### config.mk
export PLATFORM = sky130hd
export DESIGN_NAME = seg7_scan
export DESIGN_NICKNAME = d
export VERILOG_FILES = /design/src/rtl/seg7_scan.sv
export SDC_FILE = /design/constraint.sdc
export NUM_CORES = 1
export LEC_CHECK = 0
export BUFFER_PORTS_ARGS = -buffer_cell sky130_fd_sc_hd__buf_2
export CAP_MARGIN = 30
export CORE_ASPECT_RATIO = 1.75
export CORE_MARGIN = 4
export CORE_UTILIZATION = 45
export DETAILED_ROUTE_END_ITERATION = 7
export GPL_TIMING_DRIVEN = 0
export PLACE_DENSITY = 0.73
export RECOVER_POWER = 100
export SLEW_MARGIN = 15
export SYNTH_ARGS = -nofsm -noshare
export SYNTH_HDL_FRONTEND = slang
export SYNTH_SLANG_ARGS = --single-unit
### constraint.sdc
create_clock -name clk -period 1.8 [get_ports clk]
set_input_delay 0.27 -clock clk [delete_from_list [all_inputs] [get_ports clk]]
set_output_delay 0.27 -clock clk [all_outputs]
set_load 0.05 [all_outputs]
### src/rtl/seg7_scan.sv
// seg7_scan: latches a 4-digit BCD value and multiplexes it onto a common-anode 7-segment display
module seg7_scan #(
  parameter int SCAN_DIV = 50000,
  parameter int GUARD = 500
) (
  input  logic        clk,
  input  logic        rst,
  input  logic [15:0] data_in,
  input  logic        load,
  input  logic [3:0]  dp_in,
  input  logic        blank_lz,
  output logic [3:0]  an,
  output logic [6:0]  seg,
  output logic        dp
);
  localparam int PW = $clog2(SCAN_DIV);
  logic [15:0]   data_q, data_d;
  logic [3:0]    sdp_q, sdp_d;
  logic [PW-1:0] presc_q, presc_d;
  logic [1:0]    idx_q, idx_d;
  logic [3:0]    an_q, an_d;
  logic [6:0]    seg_q, seg_d;
  logic          dp_q, dp_d;
  logic [3:0]    nib, lz;
  logic          wrap, guard, blank;

  function automatic logic [6:0] decode(input logic [3:0] n);
    case (n)
      4'd0: decode = 7'b1000000;
      4'd1: decode = 7'b1111001;
      4'd2: decode = 7'b0100100;
      4'd3: decode = 7'b0110000;
      4'd4: decode = 7'b0011001;
      4'd5: decode = 7'b0010010;
      4'd6: decode = 7'b0000010;
      4'd7: decode = 7'b1111000;
      4'd8: decode = 7'b0000000;
      4'd9: decode = 7'b0010000;
      default: decode = 7'b0111111;
    endcase
  endfunction

  // lz[k]: digit k and every digit above it are zero; digit 0 is never blanked
  always_comb begin
    data_d = load ? data_in : data_q;
    sdp_d = load ? dp_in : sdp_q;
    wrap = presc_q == PW'(SCAN_DIV - 1);
    presc_d = wrap ? '0 : presc_q + PW'(1);
    idx_d = wrap ? idx_q + 2'd1 : idx_q;
    nib = data_q[{idx_q, 2'b00} +: 4];
    lz[3] = data_q[15:12] == 4'd0;
    lz[2] = lz[3] && data_q[11:8] == 4'd0;
    lz[1] = lz[2] && data_q[7:4] == 4'd0;
    lz[0] = 1'b0;
    blank = blank_lz && lz[idx_q];
    guard = presc_q < PW'(GUARD);
    an_d = guard ? 4'hF : ~(4'b0001 << idx_q);
    seg_d = (guard || blank) ? 7'h7F : decode(nib);
    dp_d = guard || !sdp_q[idx_q];
  end

  always_ff @(posedge clk or posedge rst) begin
    if (rst) begin
      data_q <= '0;
      sdp_q <= '0;
      presc_q <= '0;
      idx_q <= '0;
      an_q <= 4'hF;
      seg_q <= 7'h7F;
      dp_q <= 1'b1;
    end else begin
      data_q <= data_d;
      sdp_q <= sdp_d;
      presc_q <= presc_d;
      idx_q <= idx_d;
      an_q <= an_d;
      seg_q <= seg_d;
      dp_q <= dp_d;
    end
  end

  assign an = an_q;
  assign seg = seg_q;
  assign dp = dp_q;
endmodule

# Yosys cells after proc, flatten, opt, wreduce, memory -nomap -nowiden
# Memories as Yosys holds them, arrays and structs flattened.
# Cells that the tools add are included.
totals:
  word_cells: 32
  mem_count: 1
  mem_bits_ro: 112
  ff_bits: 50
  output_inout_bits: 12
mem_list:
  columns: ["name", "depth", "width", "rd", "rd_clocked_by_memory_dff", "wr", "line_no", "source"]
  rows:
  - ["(name not given)", 16, 7, 1, 0, 0, "28", "case (n)"]
classes:
  order_cmp: 2
  muxes: 7
  reduce_logical: 9
  n_shift: 2
  eq_ne: 1
  bitwise_logic: 1
  add_sub_neg: 2
ops:
  columns: ["operator", "n"]
  rows:
  - ["16-bit by 1-bit adder with 16-bit output, second input constant", 1]
  - ["16-bit equality test, second input constant", 1]
  - ["16-bit by 9-bit less-than comparator with 1-bit output, second input constant", 1]
  - ["16-bit two-way mux", 1]
  - ["16-bit by 5-bit indexed part select with 4-bit output", 1]
  - ["4-bit logical NOT", 3]
  - ["7-bit two-way mux", 1]
  - ["1-bit binary-select mux with 2-bit select", 2]
  - ["4-bit two-way mux", 1]
  - ["4-bit inverter", 1]
  - ["1-bit by 2-bit << shifter with 4-bit output, first input constant", 1]
  - ["1-bit logical AND", 3]
  - ["2-bit by 3-bit less-than comparator with 1-bit output, second input constant", 1]
  - ["2-bit by 1-bit adder with 2-bit output, second input constant", 1]
  - ["1-bit logical OR", 2]
  - ["1-bit two-way mux", 2]
  - ["1-bit logical NOT", 1]

# Longest topological paths before layout
logic_depth:
  ltp_word: 8
  ltp_mapped: 8
  mapped_depth_nobuf: 7

# Worst setup path before layout
# No wires, ideal clock.
synth_path:
  path_kind: "register -> register"
  from: "reg idx_q[0]"
  to: "reg seg_q[4] (netlist: seg[4])"
  setup_time_ns: 0.109
  arrival_time_ns: 1.720
  setup_slack_ns: -0.029
  period_less_slack_ns: 1.829
  stages_incl_launch_ff: 9
  path_buffers: 1
  path_cell_list: "dfrtp_1 -> buf_6 -> mux4_1 -> inv_1 -> ha_1 -> inv_1 -> a21o_1 -> a21oi_1 -> o211ai_1"
synth_via:
  elab_chain_len: 5
  elab_cells_between_ends: 7
  classes_between: "1 x shift; 3 x mux; 2 x reduce/logical; 1 x memory"
synth_rtl:
  columns: ["element", "line_no", "source"]
  rows:
  - ["from (decl)", "20", "logic [1:0] idx_q, idx_d;"]
  - ["from (signal assigned)", "75", "idx_q <= idx_d;"]
  - ["branches (longest 4 deep; another with memory 16 x 7 bit)", null, null]
  - ["7-bit two-way mux *", "58", "seg_d = (guard || blank) ? 7'h7F : decode(nib);"]
  - ["net seg_d[4]", "22", "logic [6:0] seg_q, seg_d;"]
  - ["to (signal assigned)", "77", "seg_q <= seg_d;"]
  - ["to (decl)", "22", null]
# Mark *: on every way through the listed nets, which the timed path passes. The select of a mux whose other input is x is not followed.
# A chain may end at the register's enable or synchronous reset.

# Worst setup path in the final report
# Ends and elaborated chain as after synthesis.

==> flow_results.xml <==
<?xml version="1.0" encoding="UTF-8"?>
<metrics>
  <group name="drt">
    <metric name="detail_route.first_pass.iterations" unit="">4</metric>
    <metric name="avgRoutedWirePerCell" unit="µm">15.11</metric>
    <metric name="wirelength" unit="µm">4411</metric>
    <metric name="drt_iter0_drc" unit="">16</metric>
    <metric name="drcViolationCount" unit="">0</metric>
    <metric name="via_per_inst" unit="">5.483</metric>
    <metric name="ant_nets" unit="">0</metric>
    <metric name="vias" unit="">1601</metric>
  </group>
  <group name="sta">
    <metric name="timing.final.max_slew_violations" unit="">0</metric>
    <metric name="setup_violations" unit="">2</metric>
    <metric name="rsz0062_at_grt" unit="">yes</metric>
    <metric name="slew_headroom" unit="%">43.33</metric>
    <metric name="finalWorstSetupSlack" unit="ps">-25.91</metric>
    <metric name="fmaxAchievable" unit="MHz">547.7</metric>
    <metric name="fin_worst_skew" unit="ps">6.282</metric>
    <metric name="number_of_hold_slack_violations_in_the_final_timing_report" unit="">0</metric>
    <metric name="worst_tran_pin_value" unit="ps">849.1</metric>
    <metric name="period_minus_slack" unit="ps">1826</metric>
    <metric name="part_of_the_cycle_the_worst_path_needs" unit="%">101.4</metric>
    <metric name="tns" unit="ps">-46.84</metric>
  </group>
  <group name="layout">
    <metric name="final_nets" unit="">271</metric>
    <metric name="layout-area-overhead-vs-synth" unit="%">17.19</metric>
    <metric name="drive_gt1_share" unit="%">36.97</metric>
    <metric name="final-instance-count-excl-fill" unit="">292</metric>
    <metric name="fill_cells" unit="">446</metric>
    <metric name="multi_input_comb_area" unit="µm²">1026</metric>
    <metric name="antenna_cells" unit="">0</metric>
    <metric name="regArea" unit="µm²">1266</metric>
  </group>
  <group name="clock_network">
    <metric name="cts_root_buffer" unit="">sky130_fd_sc_hd__clkbuf_8</metric>
    <metric name="numClockSinks" unit="">50</metric>
    <metric name="cts-htree-levels" unit="">2</metric>
    <metric name="cts_tree" unit="">built</metric>
    <metric name="hold_fix_buffers_cts" unit="">0</metric>
    <metric name="clk_transition_reported_paths" unit="ps">90</metric>
    <metric name="cts_inserted_buffers" unit="">5</metric>
    <metric name="insertion_delay" unit="ps">290</metric>
    <metric name="ctsLongestPathBuffers" unit="">2</metric>
  </group>
  <group name="die">
    <metric name="die_height" unit="µm">103.3</metric>
    <metric name="top_level_ports" unit="">36</metric>
    <metric name="fp.dieW" unit="µm">62.47</metric>
    <metric name="starting_utilization_of_the_core_area" unit="%">46.54</metric>
    <metric name="design.core.area" unit="µm²">5020</metric>
    <metric name="floorplan.die_area" unit="µm²">6453</metric>
    <metric name="rows" unit="">34</metric>
  </group>
  <group name="logic_synthesis">
    <metric name="synth.yosys.seq_area_share" unit="%">54.20</metric>
    <metric name="yosysUniqueCellTypes" unit="">37</metric>
    <metric name="syn_area_per_cell" unit="µm²">12.56</metric>
    <metric name="yosys_warnings" unit="">0</metric>
    <metric name="yosys_register_bits" unit="">50</metric>
    <metric name="synth_edf_count" unit="">0</metric>
    <metric name="syn-num-nets" unit="">220</metric>
    <metric name="cell_area_synth" unit="µm²">2336</metric>
    <metric name="postSynth.asyncResetShare" unit="%">100.0</metric>
    <metric name="syn-instance-count" unit="">186</metric>
    <metric name="ys_dominant_reg_cell" unit="">sky130_fd_sc_hd__dfrtp_1</metric>
  </group>
  <group name="job">
    <metric name="timing.max_cap.violations" unit="">0</metric>
  </group>
  <group name="critical_path">
    <metric name="cp_top_family" unit="">multiplexers</metric>
    <metric name="worstPathBufferInverterCount" unit="">3</metric>
    <metric name="endpoint_kind" unit="">flop</metric>
    <metric name="timing.critical_path.cells" unit="">buf_6 &gt; mux4_2 &gt; inv_2 &gt; ha_4 &gt; inv_2 &gt; a21o_1 &gt; a21oi_2 &gt; o211ai_1</metric>
    <metric name="critical_path.startpoint" unit="">idx_q[0]</metric>
    <metric name="critical_path.startpoint_type" unit="">flop</metric>
    <metric name="timing.critical_path.slowest_cell_delay" unit="ps">550</metric>
    <metric name="required" unit="ps">1990</metric>
    <metric name="critical_path.max_fanout" unit="">6</metric>
    <metric name="critical_path_class" unit="">reg2reg</metric>
    <metric name="reg2reg_from" unit="">idx_q[0]</metric>
    <metric name="critical_path_arrival" unit="ps">2010</metric>
    <metric name="critPathMostFrequentCell" unit="">sky130_fd_sc_hd__inv_2</metric>
    <metric name="timing.critical_path.slowest_stage_cell" unit="">sky130_fd_sc_hd__mux4_2</metric>
  </group>
  <group name="power_and_ir_drop">
    <metric name="leakage" unit="µW">0.001203</metric>
    <metric name="power_density" unit="nW/µm²">755.7</metric>
    <metric name="ir_drop_worst_vdd" unit="V">0.0005675</metric>
  </group>
  <group name="grt">
    <metric name="pin_count_of_the_biggest_net_entering_global_routing" unit="">28</metric>
    <metric name="gr-total-overflow" unit="">0</metric>
    <metric name="globalRouteTotalUtil" unit="%">14.76</metric>
    <metric name="first_pass_grt_wire_length" unit="µm">7521</metric>
    <metric name="grt_antenna_before_repair" unit="">0</metric>
    <metric name="vias_in_the_first_global_route" unit="">1678</metric>
  </group>
  <group name="placed_design">
    <metric name="dpl.hpwl" unit="µm">3323</metric>
    <metric name="globalplace.congestion" unit="">0.8463</metric>
    <metric name="dp.cells" unit="">275</metric>
    <metric name="port-buffer-count" unit="">34</metric>
  </group>
  <group name="worst_hold_path">
    <metric name="worstHoldPathType" unit="">in2async</metric>
  </group>
  <group name="status">
    <metric name="violations_in_the_final_reports" unit="">negative setup slack</metric>
    <metric name="status" unit="">complete, but fails checks</metric>
  </group>
</metrics>
-- repair_timing --
| action | 4_1_cts | 5_1_grt |
|---|---|---|
| resized for setup | 3 | 4 |
| setup buffers | 6 | 3 |
| setup endpoints to repair | 6 | 6 |
| pin swaps | 0 | 2 |
-- state kept, by name (all words and copies together), names as in the netlist --
name	cells
presc_q	16
idx_q	2
an	4
data_q	16
sdp_q	4
dp	1
seg	7
-- metrics by stage --
step	total power (µW)	worst slack, ps	utilization [%]	instance area (µm²)	hold WS, ps
3_3_place_gp	1407	-218.7	51.20	2570	453.9
2_1_floorplan	1352	51.80	-	2332	421.7
4_1_cts	2096	-0.7814	54.39	2730	9.360
3_5_place_dp	1423	-122.5	51.60	2590	332.6
5_1_grt	2175	-143.2	54.54	2738	190.8
6_report	2069	-25.91	54.54	2738	135.2
-- where the power goes --
part	switching [µW]	internal [µW]	total [µW]
Combinational	106	114	220
Clock	336	310	646
Sequential	33.9	1170	1200
Total	476	1590	2070
-- cells in the mapped netlist (3+ instances only) --
| master | number | share of area (%) |
|---|---|---|
| sky130_fd_sc_hd__xnor2_1 | 5 | 1.9 |
| sky130_fd_sc_hd__and3_1 | 5 | 1.3 |
| sky130_fd_sc_hd__dfstp_2 | 12 | 13 |
| sky130_fd_sc_hd__ha_1 | 10 | 5.4 |
| sky130_fd_sc_hd__nor2_1 | 12 | 1.9 |
| sky130_fd_sc_hd__mux2_2 | 20 | 9.6 |
| sky130_fd_sc_hd__nand4_1 | 5 | 1.3 |
| sky130_fd_sc_hd__o211ai_1 | 3 | 0.96 |
| sky130_fd_sc_hd__nand2_1 | 11 | 1.8 |
| sky130_fd_sc_hd__clkbuf_1 | 3 | 0.48 |
| sky130_fd_sc_hd__or4_1 | 3 | 0.96 |
| sky130_fd_sc_hd__mux4_2 | 3 | 2.9 |
| sky130_fd_sc_hd__dfrtp_1 | 38 | 41 |
| sky130_fd_sc_hd__inv_1 | 6 | 0.96 |
| sky130_fd_sc_hd__xor2_1 | 8 | 3.0 |
| sky130_fd_sc_hd__nand3_1 | 7 | 1.5 |
| sky130_fd_sc_hd__a21oi_1 | 6 | 1.3 |
-- worst paths after layout --
| check | endpoint | slack, ps | cells past startpoint |
|---|---|---|---|
| setup reg to reg | seg[4] | -30 | 8 |
| hold reg to reg | presc_q[0] | 460 | 1 |
| setup / recovery | seg[4] | -30 | 8 |
| max in group asynchronous | data_q[13] | 540 | 3 |
| min in group clk | sdp_q[1] | 210 | 2 |
| hold / removal | presc_q[15] | 140 | 2 |
-- final cells by class --
cell class | instances | share of cell area (%)
clock buffers | 7 | 3.154
plain buffers | 6 | 1.188
flip-flops and latches | 50 | 46.25
well taps | 54 | 2.468
clock inverters | 1 | 0.1828
multi-input cells | 123 | 37.48
inverters | 7 | 0.9598
repair buffers | 44 | 8.318
-- cell families after synthesis --
logic type	after synthesis	synth area share (%)
simple gates	56	12.80
buf+inv	13	2.517
mux	25	14.78
fa+ha+maj	10	5.356
compound gates	19	5.464
flops	50	54.20
xor+xnor	13	4.874
-- per-layer routing --
metal / wire length [µm] / up-vias / GRT usage [%] / part of all wire (%)
met3: 194 / 11 / 3.243 / 4.4
met4: 134 / 0 / 8.163 / 3.0
met5: 0 / - / 0 / 0
met1: 1623 / 783 / 15.46 / 37
li1: - / 765 / - / -
met2: 2459 / 42 / 27.47 / 56
-- cells in the final DEF, fill, tap and decap left out, types with 2 or more instances in the layout --
cell type,netlist,final
sky130_fd_sc_hd__mux2_2,20,20
sky130_fd_sc_hd__a21oi_1,6,5
sky130_fd_sc_hd__mux4_2,3,4
sky130_fd_sc_hd__buf_2,2,23
sky130_fd_sc_hd__or4_1,3,3
sky130_fd_sc_hd__nand3_1,7,7
sky130_fd_sc_hd__xor2_1,8,8
sky130_fd_sc_hd__buf_4,0,9
sky130_fd_sc_hd__nor3_1,2,2
sky130_fd_sc_hd__ha_1,10,8
sky130_fd_sc_hd__inv_1,6,3
sky130_fd_sc_hd__clkbuf_1,3,16
sky130_fd_sc_hd__clkbuf_8,0,6
sky130_fd_sc_hd__clkbuf_2,0,2
sky130_fd_sc_hd__nand4_1,5,5
sky130_fd_sc_hd__inv_2,1,4
sky130_fd_sc_hd__o211ai_1,3,3
sky130_fd_sc_hd__dfrtp_1,38,38
sky130_fd_sc_hd__o2111ai_1,2,2
sky130_fd_sc_hd__and4_1,2,2
sky130_fd_sc_hd__o21ai_2,2,2
sky130_fd_sc_hd__dfstp_2,12,12
sky130_fd_sc_hd__xnor2_1,5,5
sky130_fd_sc_hd__nand2_1,11,11
sky130_fd_sc_hd__nor2_1,12,12
sky130_fd_sc_hd__o21ai_0,2,2
sky130_fd_sc_hd__nor4_1,2,2
sky130_fd_sc_hd__and3_1,5,5
No activity file was read; power rests on OpenSTA's default activity.
